[src/rtl/alu_4bit.sv]
// 4-bit MIPS-style ALU slice: AND, OR, ADD, SUB, SLT on two's-complement operands.
// Per-bit slices feed a carry-lookahead unit; group G/P are exported for cascading.
// Operands are sampled on the rising edge and every output is registered (1-cycle latency).
// Optional feature: define ALU4_ZERO_FLAG_EN to add the registered 'zero' output.
module alu_4bit (
    input  logic       clk,
    input  logic       rst_n,
    input  logic [3:0] a,
    input  logic [3:0] b,
    input  logic [2:0] op,
    output logic [3:0] result,
    output logic       cout,
    output logic       G,
    output logic       P,
    output logic       set,
`ifdef ALU4_ZERO_FLAG_EN
    output logic       zero,
`endif
    output logic       overflow
);

    localparam int unsigned W = 4;

    logic           binvert;
    logic [W-1:0]   bb;
    logic [W-1:0]   g;
    logic [W-1:0]   p;
    logic [W-1:0]   sum;
    logic [W-1:0]   and_r;
    logic [W-1:0]   or_r;
    logic [W:0]     c;
    logic           grp_g_c;
    logic           grp_p_c;
    logic           ovf_c;
    logic           set_c;
    logic [W-1:0]   result_c;

    // op[2] both inverts B and supplies the adder carry-in
    assign binvert = op[2];

    // Bit slices: conditional B inversion, generate/propagate, logic results, sum bit
    for (genvar i = 0; i < int'(W); i++) begin : g_slice
        assign bb[i]    = b[i] ^ binvert;
        assign g[i]     = a[i] & bb[i];
        assign p[i]     = a[i] ^ bb[i];
        assign and_r[i] = a[i] & bb[i];
        assign or_r[i]  = a[i] | bb[i];
        assign sum[i]   = p[i] ^ c[i];
    end

    // Carry-lookahead unit: every carry computed directly from g/p and carry-in
    always_comb begin
        c       = '0;
        grp_g_c = 1'b0;
        grp_p_c = 1'b0;

        c[0] = binvert;
        c[1] = g[0]
             | (p[0] & binvert);
        c[2] = g[1]
             | (p[1] & g[0])
             | (p[1] & p[0] & binvert);
        c[3] = g[2]
             | (p[2] & g[1])
             | (p[2] & p[1] & g[0])
             | (p[2] & p[1] & p[0] & binvert);

        grp_g_c = g[3]
                | (p[3] & g[2])
                | (p[3] & p[2] & g[1])
                | (p[3] & p[2] & p[1] & g[0]);
        grp_p_c = p[3] & p[2] & p[1] & p[0];

        c[4] = grp_g_c | (grp_p_c & binvert);
    end

    // Signed overflow from the MSB carries; set is the corrected sign (true signed less-than)
    assign ovf_c = c[3] ^ c[4];
    assign set_c = sum[3] ^ ovf_c;

    // Function select; adder flags are left unmasked for the logic ops
    always_comb begin
        result_c = '0;
        unique case (op[1:0])
            2'b00:   result_c = and_r;
            2'b01:   result_c = or_r;
            2'b10:   result_c = sum;
            default: result_c = {3'b000, set_c};
        endcase
    end

    // Output registers; reset clears any in-flight result immediately
    always_ff @(posedge clk or negedge rst_n) begin
        if (!rst_n) begin
            result   <= '0;
            cout     <= 1'b0;
            G        <= 1'b0;
            P        <= 1'b0;
            set      <= 1'b0;
            overflow <= 1'b0;
        end else begin
            result   <= result_c;
            cout     <= c[4];
            G        <= grp_g_c;
            P        <= grp_p_c;
            set      <= set_c;
            overflow <= ovf_c;
        end
    end

`ifdef ALU4_ZERO_FLAG_EN
    // Registered zero-result flag; an all-zero reset result reads as zero
    always_ff @(posedge clk or negedge rst_n) begin
        if (!rst_n) begin
            zero <= 1'b1;
        end else begin
            zero <= (result_c == 4'b0000);
        end
    end
`endif

endmodule

[config.mk]
export PLATFORM = sky130hd
export DESIGN_NAME = alu_4bit
export DESIGN_NICKNAME = d
export VERILOG_FILES = /design/src/rtl/alu_4bit.sv
export SDC_FILE = /design/constraint.sdc
export NUM_CORES = 1
export LEC_CHECK = 0
export BUFFER_PORTS_ARGS = -buffer_cell sky130_fd_sc_hd__buf_4
export CELL_PAD_IN_SITES_DETAIL_PLACEMENT = 2
export CELL_PAD_IN_SITES_GLOBAL_PLACEMENT = 2
export CORE_AREA = 2 2 53 55
export CTS_CLUSTER_SIZE = 25
export DETAILED_ROUTE_END_ITERATION = 10
export DIE_AREA = 0 0 55 57
export HOLD_SLACK_MARGIN = 0.12
export PLACE_DENSITY_LB_ADDON = 0.08
export SLEW_MARGIN = 20
export SYNTH_ARGS = -nofsm -noshare
export SYNTH_HDL_FRONTEND = slang
export SYNTH_SLANG_ARGS = --single-unit
[constraint.sdc]
create_clock -name clk -period 0.8 [get_ports clk]
set_input_delay 0.12 -clock clk [delete_from_list [all_inputs] [get_ports clk]]
set_output_delay 0.12 -clock clk [all_outputs]
set_load 0.01 [all_outputs]
==> flow_summary.ini, run 1 <==
[status]
status = finished with violations
violations = setup timing

[place]
io_buffers = 21
post-place-cells = 127
hpwl_mm = 1.545
place_ws_ns = -1.303
placedInstanceArea_sq_um = 1006
place.gp.congestion = 0.7072

[sta]
timing.final.crit_share = 2.126
hold_viol = 0
finalSetupViolCount = 18
maxSlewHeadroom = 0.8155
setup_ws_ns = -0.9011
tightest_slew_ns = 0.2767
whs_ns = 0.1232
fmax_ghz = 0.5879
fin_tns_setup_ns = -6.012
slew_viol_final = 0
period_minus_slack_ns = 1.701
grt_setup_unrepaired = true

[die]
die_x_microns = 55
die_height_microns = 57
rows = 19
die_area_sq_um = 3135
start_util = 0.2483
core_sq_um = 2615
ioPinCount = 22

[grt]
grt.overflow.total = 0
grt_pass1_wl_mm = 3.125
grt_start_max_net_pins = 10
grt_pass1_vias = 707
antenna_found_initial = 0
grtUsageTotal = 0.1384

[finish]
utilization = 0.4876
n_fill_cell = 272
seqCellArea_sq_um = 225.2
multi_input_area_sq_um = 506.7
diodes = 0
drive_gt1_frac = 0.6091
layout.cells.non_filler = 141
fin_nets = 132
final_cell_area_sq_um = 1275
area_growth_pct = 96.34

[routing]
dr.pass1.iters = 2
postRouteAntennaNets = 0
drc = 0
wl_per_cell_microns = 14.07
avgViaCountPerCell = 4.340
wirelength_mm = 1.984
vias = 612
first_iter_violations = 4

[yosys]
syn_area_sq_um = 649.4
synth_top_family_by_area = compound AO/OA/AOI/OAI gates
synthFlopType = dfrtp_1
syn_area_per_cell_sq_um = 10.65
ys_async_sr_fraction = 1.000
muxShareOfSynthArea = 0.07129
ys_types = 22
ys_warn_count = 0
synth-edff-count = 0
synth_compound_area_frac = 0.1792
syn_nets = 82
syn_inst = 61
synthSimpleGateAreaFrac = 0.04046
ys_ff_latch = 9
synthXorXnorAreaFrac = 0.1214
synthAdderAreaFrac = 0.1541
seq_area_frac_synth = 0.3468

[clocking]
cts_buffers = 3
clockBufferDepth = 2
cts_tree = built
root_buffer = clkbuf_4
clkTransAtPathRegs_ns = 0.06
cts_max_level = 1
cts.sinks = 9

[critical_path]
critPathArrivalTime_ns = 1.81
cp_max_fo = 4
startpoint_type = input port
end_kind = flip-flop
crit_type = input port to flip-flop
critPathRequiredTime_ns = 0.91

[run]
cap_violations = 0

[power_and_ir_drop]
p_leak_nw = 0.6205
ir_worst_vdd_v = 0.0008992
cellPowerDensity_nw_per_um2 = 1551
p_total_mw = 1.977

[worst_hold_path]
hp-class = input port to flip-flop
## synthesized netlist by cell type (2+ instances only)
library cell / instances / area [sq um]
inv_1: 11 / 41.29
a21o_1: 3 / 22.52
xor2_1: 8 / 70.07
ha_1: 8 / 100.1
o22ai_1: 3 / 18.77
dfrtp_1: 9 / 225.2
nand2_1: 2 / 7.510
mux2i_1: 2 / 20.02
o21ai_0: 2 / 10.01
## state kept, by name, indices dropped and copies added (netlist names)
signal / cells
cout: 1
G: 1
overflow: 1
P: 1
set: 1
result: 4
## per-layer routing
layer	wire, microns	GRT usage
met1	706	0.1440
met2	1171	0.2721
met3	69	0.007853
met4	36	0.05226
met5	0	0
## final cells by class
class,count,area share
clock buffers,4,0.02061
inverters,11,0.03238
multi-input cells,39,0.3974
flip-flops and latches,9,0.1766
well taps,31,0.03042
repair buffers,47,0.3425
## cells by family after synthesis
kind of cell,count (synthesis)
DFF,9
xor gates and xnor gates,9
muxes,3
and+or+nand+nor,5
AOI/OAI and AO/OA,14
adders and majority gates,8
buffers and inverters,13
## final timing paths
| kind | start | to | slack, ns | depth (start not counted) |
|---|---|---|---|---|
| hold / removal | op[1] | result[3] | 0.12 | 2 |
| max in group asynchronous | rst_n | P | 0.44 | 2 |
| setup / recovery | op[2] | result[0] | -0.90 | 9 |
| min in group asynchronous | rst_n | cout | 0.22 | 2 |
## critical path: stages
cell and delay [ns]:
buf_12 0.12, buf_6 0.12, xor2_2 0.14, inv_1 0.09, ha_4 0.22, and3_4 0.16, a221oi_4 0.28, xnor2_2 0.10
mux4_2 0.46
## layout by cell type, fill, tap and decap left out, types with 2 or more instances in the layout
cell           instances
dlygate4sd3_1          3
inv_2                  2
mux2i_1                2
clkbuf_4               3
o22ai_1                2
ha_4                   4
xor2_1                 4
buf_4                 26
buf_6                 17
inv_1                  9
ha_1                   3
a21o_1                 2
o21ai_0                2
dfrtp_1                9
xor2_4                 2
xor2_2                 2
nand2_1                2
## power breakdown
group	leakage (nW)	internal (mW)	total (mW)	switching (mW)
clock network	0.0150	0.190	0.321	0.130
logic	0.495	0.646	1.07	0.428
registers	0.110	0.544	0.582	0.0379
total	0.620	1.38	1.98	0.596
## repair_timing
| item | 4_1_cts | 5_1_grt |
|---|---|---|
| hold buffers | 3 | 0 |
| gates resized for setup | 26 | 9 |
| setup buffers | 6 | 5 |
| setup endpoints to repair | 18 | 18 |
| pin swaps | 11 | 11 |
| hold endpoints to repair | 10 | 0 |
No activity file was read; power rests on OpenSTA's default activity.
==> run 2: changes to the inputs <==
==> constraint.sdc (replaced) <==
create_clock -name clk -period 0.8 [get_ports clk]
set_input_delay 0 -clock clk [delete_from_list [all_inputs] [get_ports clk]]
set_output_delay 0 -clock clk [all_outputs]
set_load 0.01 [all_outputs]
==> run 2 against run 1 <==
  * The run still ends with setup timing left
  * Via count up 6.9%
  * Sequential cell count unchanged
  * Global-route usage up 2.1 points
  * Sequential power down 2%
  * Clock power up 3%
  * Critical path type unchanged
  * Largest power group unchanged
==> flow_summary.ini, run 2 (synthesis gave the netlist of run 1 again) <==
[status]
status = finished with violations
violations = setup timing

[critical_path]
end_kind = flip-flop
cp_max_fo = 5
critPathArrivalTime_ns = 1.76
crit_type = input port to flip-flop
startpoint_type = input port
critPathRequiredTime_ns = 0.92

[sta]
tightest_slew_ns = 0.3597
setup_ws_ns = -0.8415
fin_tns_setup_ns = -5.168
hold_viol = 0
slew_viol_final = 0
timing.final.crit_share = 2.052
fmax_ghz = 0.6092
grt_setup_unrepaired = true
maxSlewHeadroom = 0.7588
period_minus_slack_ns = 1.642
finalSetupViolCount = 9

[grt]
antenna_found_initial = 0
grt.overflow.total = 0
grt_start_max_net_pins = 10
grt_pass1_wl_mm = 3.456
grt_pass1_vias = 735
grtUsageTotal = 0.1590

[die]
die_height_microns = 57
die_area_sq_um = 3135
die_x_microns = 55
ioPinCount = 22
core_sq_um = 2615
rows = 19
start_util = 0.2483

[power_and_ir_drop]
power_switching_mw = 0.6210
ir_worst_vdd_v = 0.0008767
pwr-share-seq = 0.288
comb_power_share = 0.545
switching_share = 0.3147
cellPowerDensity_nw_per_um2 = 1543
clockPowerShare = 0.167
p_leak_nw = 0.6367
intPower_mw = 1.352

[routing]
wirelength_mm = 2.322
wl_per_cell_microns = 15.90
avgViaCountPerCell = 4.479
postRouteAntennaNets = 0
dr.pass1.iters = 4
vias = 654
drc = 0
first_iter_violations = 1

[place]
place_ws_ns = -1.167
hpwl_mm = 1.564
io_buffers = 21
placedInstanceArea_sq_um = 1006
place.gp.congestion = 0.6673
post-place-cells = 127

[clocking]
holdBufCountCts = 3
clkTransAtPathRegs_ns = 0.06
cts_buffers = 3
clockBufferDepth = 2
cts_tree = built
cts_max_level = 1
cts.sinks = 9
root_buffer = clkbuf_4

[finish]
diodes = 0
layout.cells.non_filler = 146
final_cell_area_sq_um = 1279
most-common-layout-cells = 41 x buf_4, 9 x dfrtp_1, 7 x inv_1, 7 x buf_6
drive_gt1_frac = 0.6348
fin_nets = 137
regMostFlops = result
layout_commonest_cell = buf_4
largest_register_ffs = 4
area_growth_pct = 96.92

[run]
cap_violations = 0

[worst_hold_path]
hp-class = input port to flip-flop
hold_path_depth = 2
## run 2: changes by cell type in the layout (fill, tap and decap cells not counted), sizes merged
cell / previous run / this run
buf: 44 / 50
dlygate4sd3: 3 / 2
## run 2: path summary, 6_finish.rpt
kind / start / to
hold / removal: op[0] / result[0]
setup / recovery: op[2] / result[0]
min in group asynchronous: rst_n / cout
max in group asynchronous: rst_n / result[0]
## run 2: timing repair
item,CTS,global route
cloned,0,1
endpoints found under the hold margin,13,1
pin swaps,15,13
endpoints found under the setup margin,9,18
buffers inserted,9,4
gates resized for setup,19,9
## run 2: final cells by class
cell class                 count  area (sq um)
inverter                      11         41.29
multi-input combinational     39         505.5
tap                           31         38.79
fill                         285          1336
sequential                     9         225.2
clock buffer                   4         26.28
timing repair buffer          52         441.7
## run 2: critical path, cell delays in order
cell and delay [ns]:
buf_12 0.12, buf_8 0.12, xor2_4 0.17, inv_2 0.07, ha_4 0.22, and3_4 0.19, a221oi_4 0.28, xnor2_2 0.12
mux4_2 0.47
## run 2: power groups by stage
stage	combinational, mW	clock [mW]	sequential, mW
floorplan	0.379	0	0.623
detailed placement	0.839	0	0.574
global route	1.17	0.363	0.576
global placement	0.818	0	0.572
finish	1.08	0.330	0.568
CTS	0.985	0.348	0.566
## run 2: through the flow
step / util / power [mW] / hold slack (ns)
after global placement: 0.3847 / 1.390 / -0.1764
final: 0.4890 / 1.973 / 0.1159
after global routing: 0.4890 / 2.107 / 0.1163
after CTS: 0.4627 / 1.899 / 0.1146
after detailed placement: 0.3847 / 1.413 / -0.1732
after floorplan: - / 1.003 / -0.2956
## run 2: layer usage
layer / routed length (microns) / GRT usage / vias to the layer above
met5: 0 / 0 / -
met4: 53 / 0.09756 / 0
met3: 79 / 0.01047 / 4
met2: 1365 / 0.2959 / 18
met1: 824 / 0.1631 / 321
li1: - / - / 311
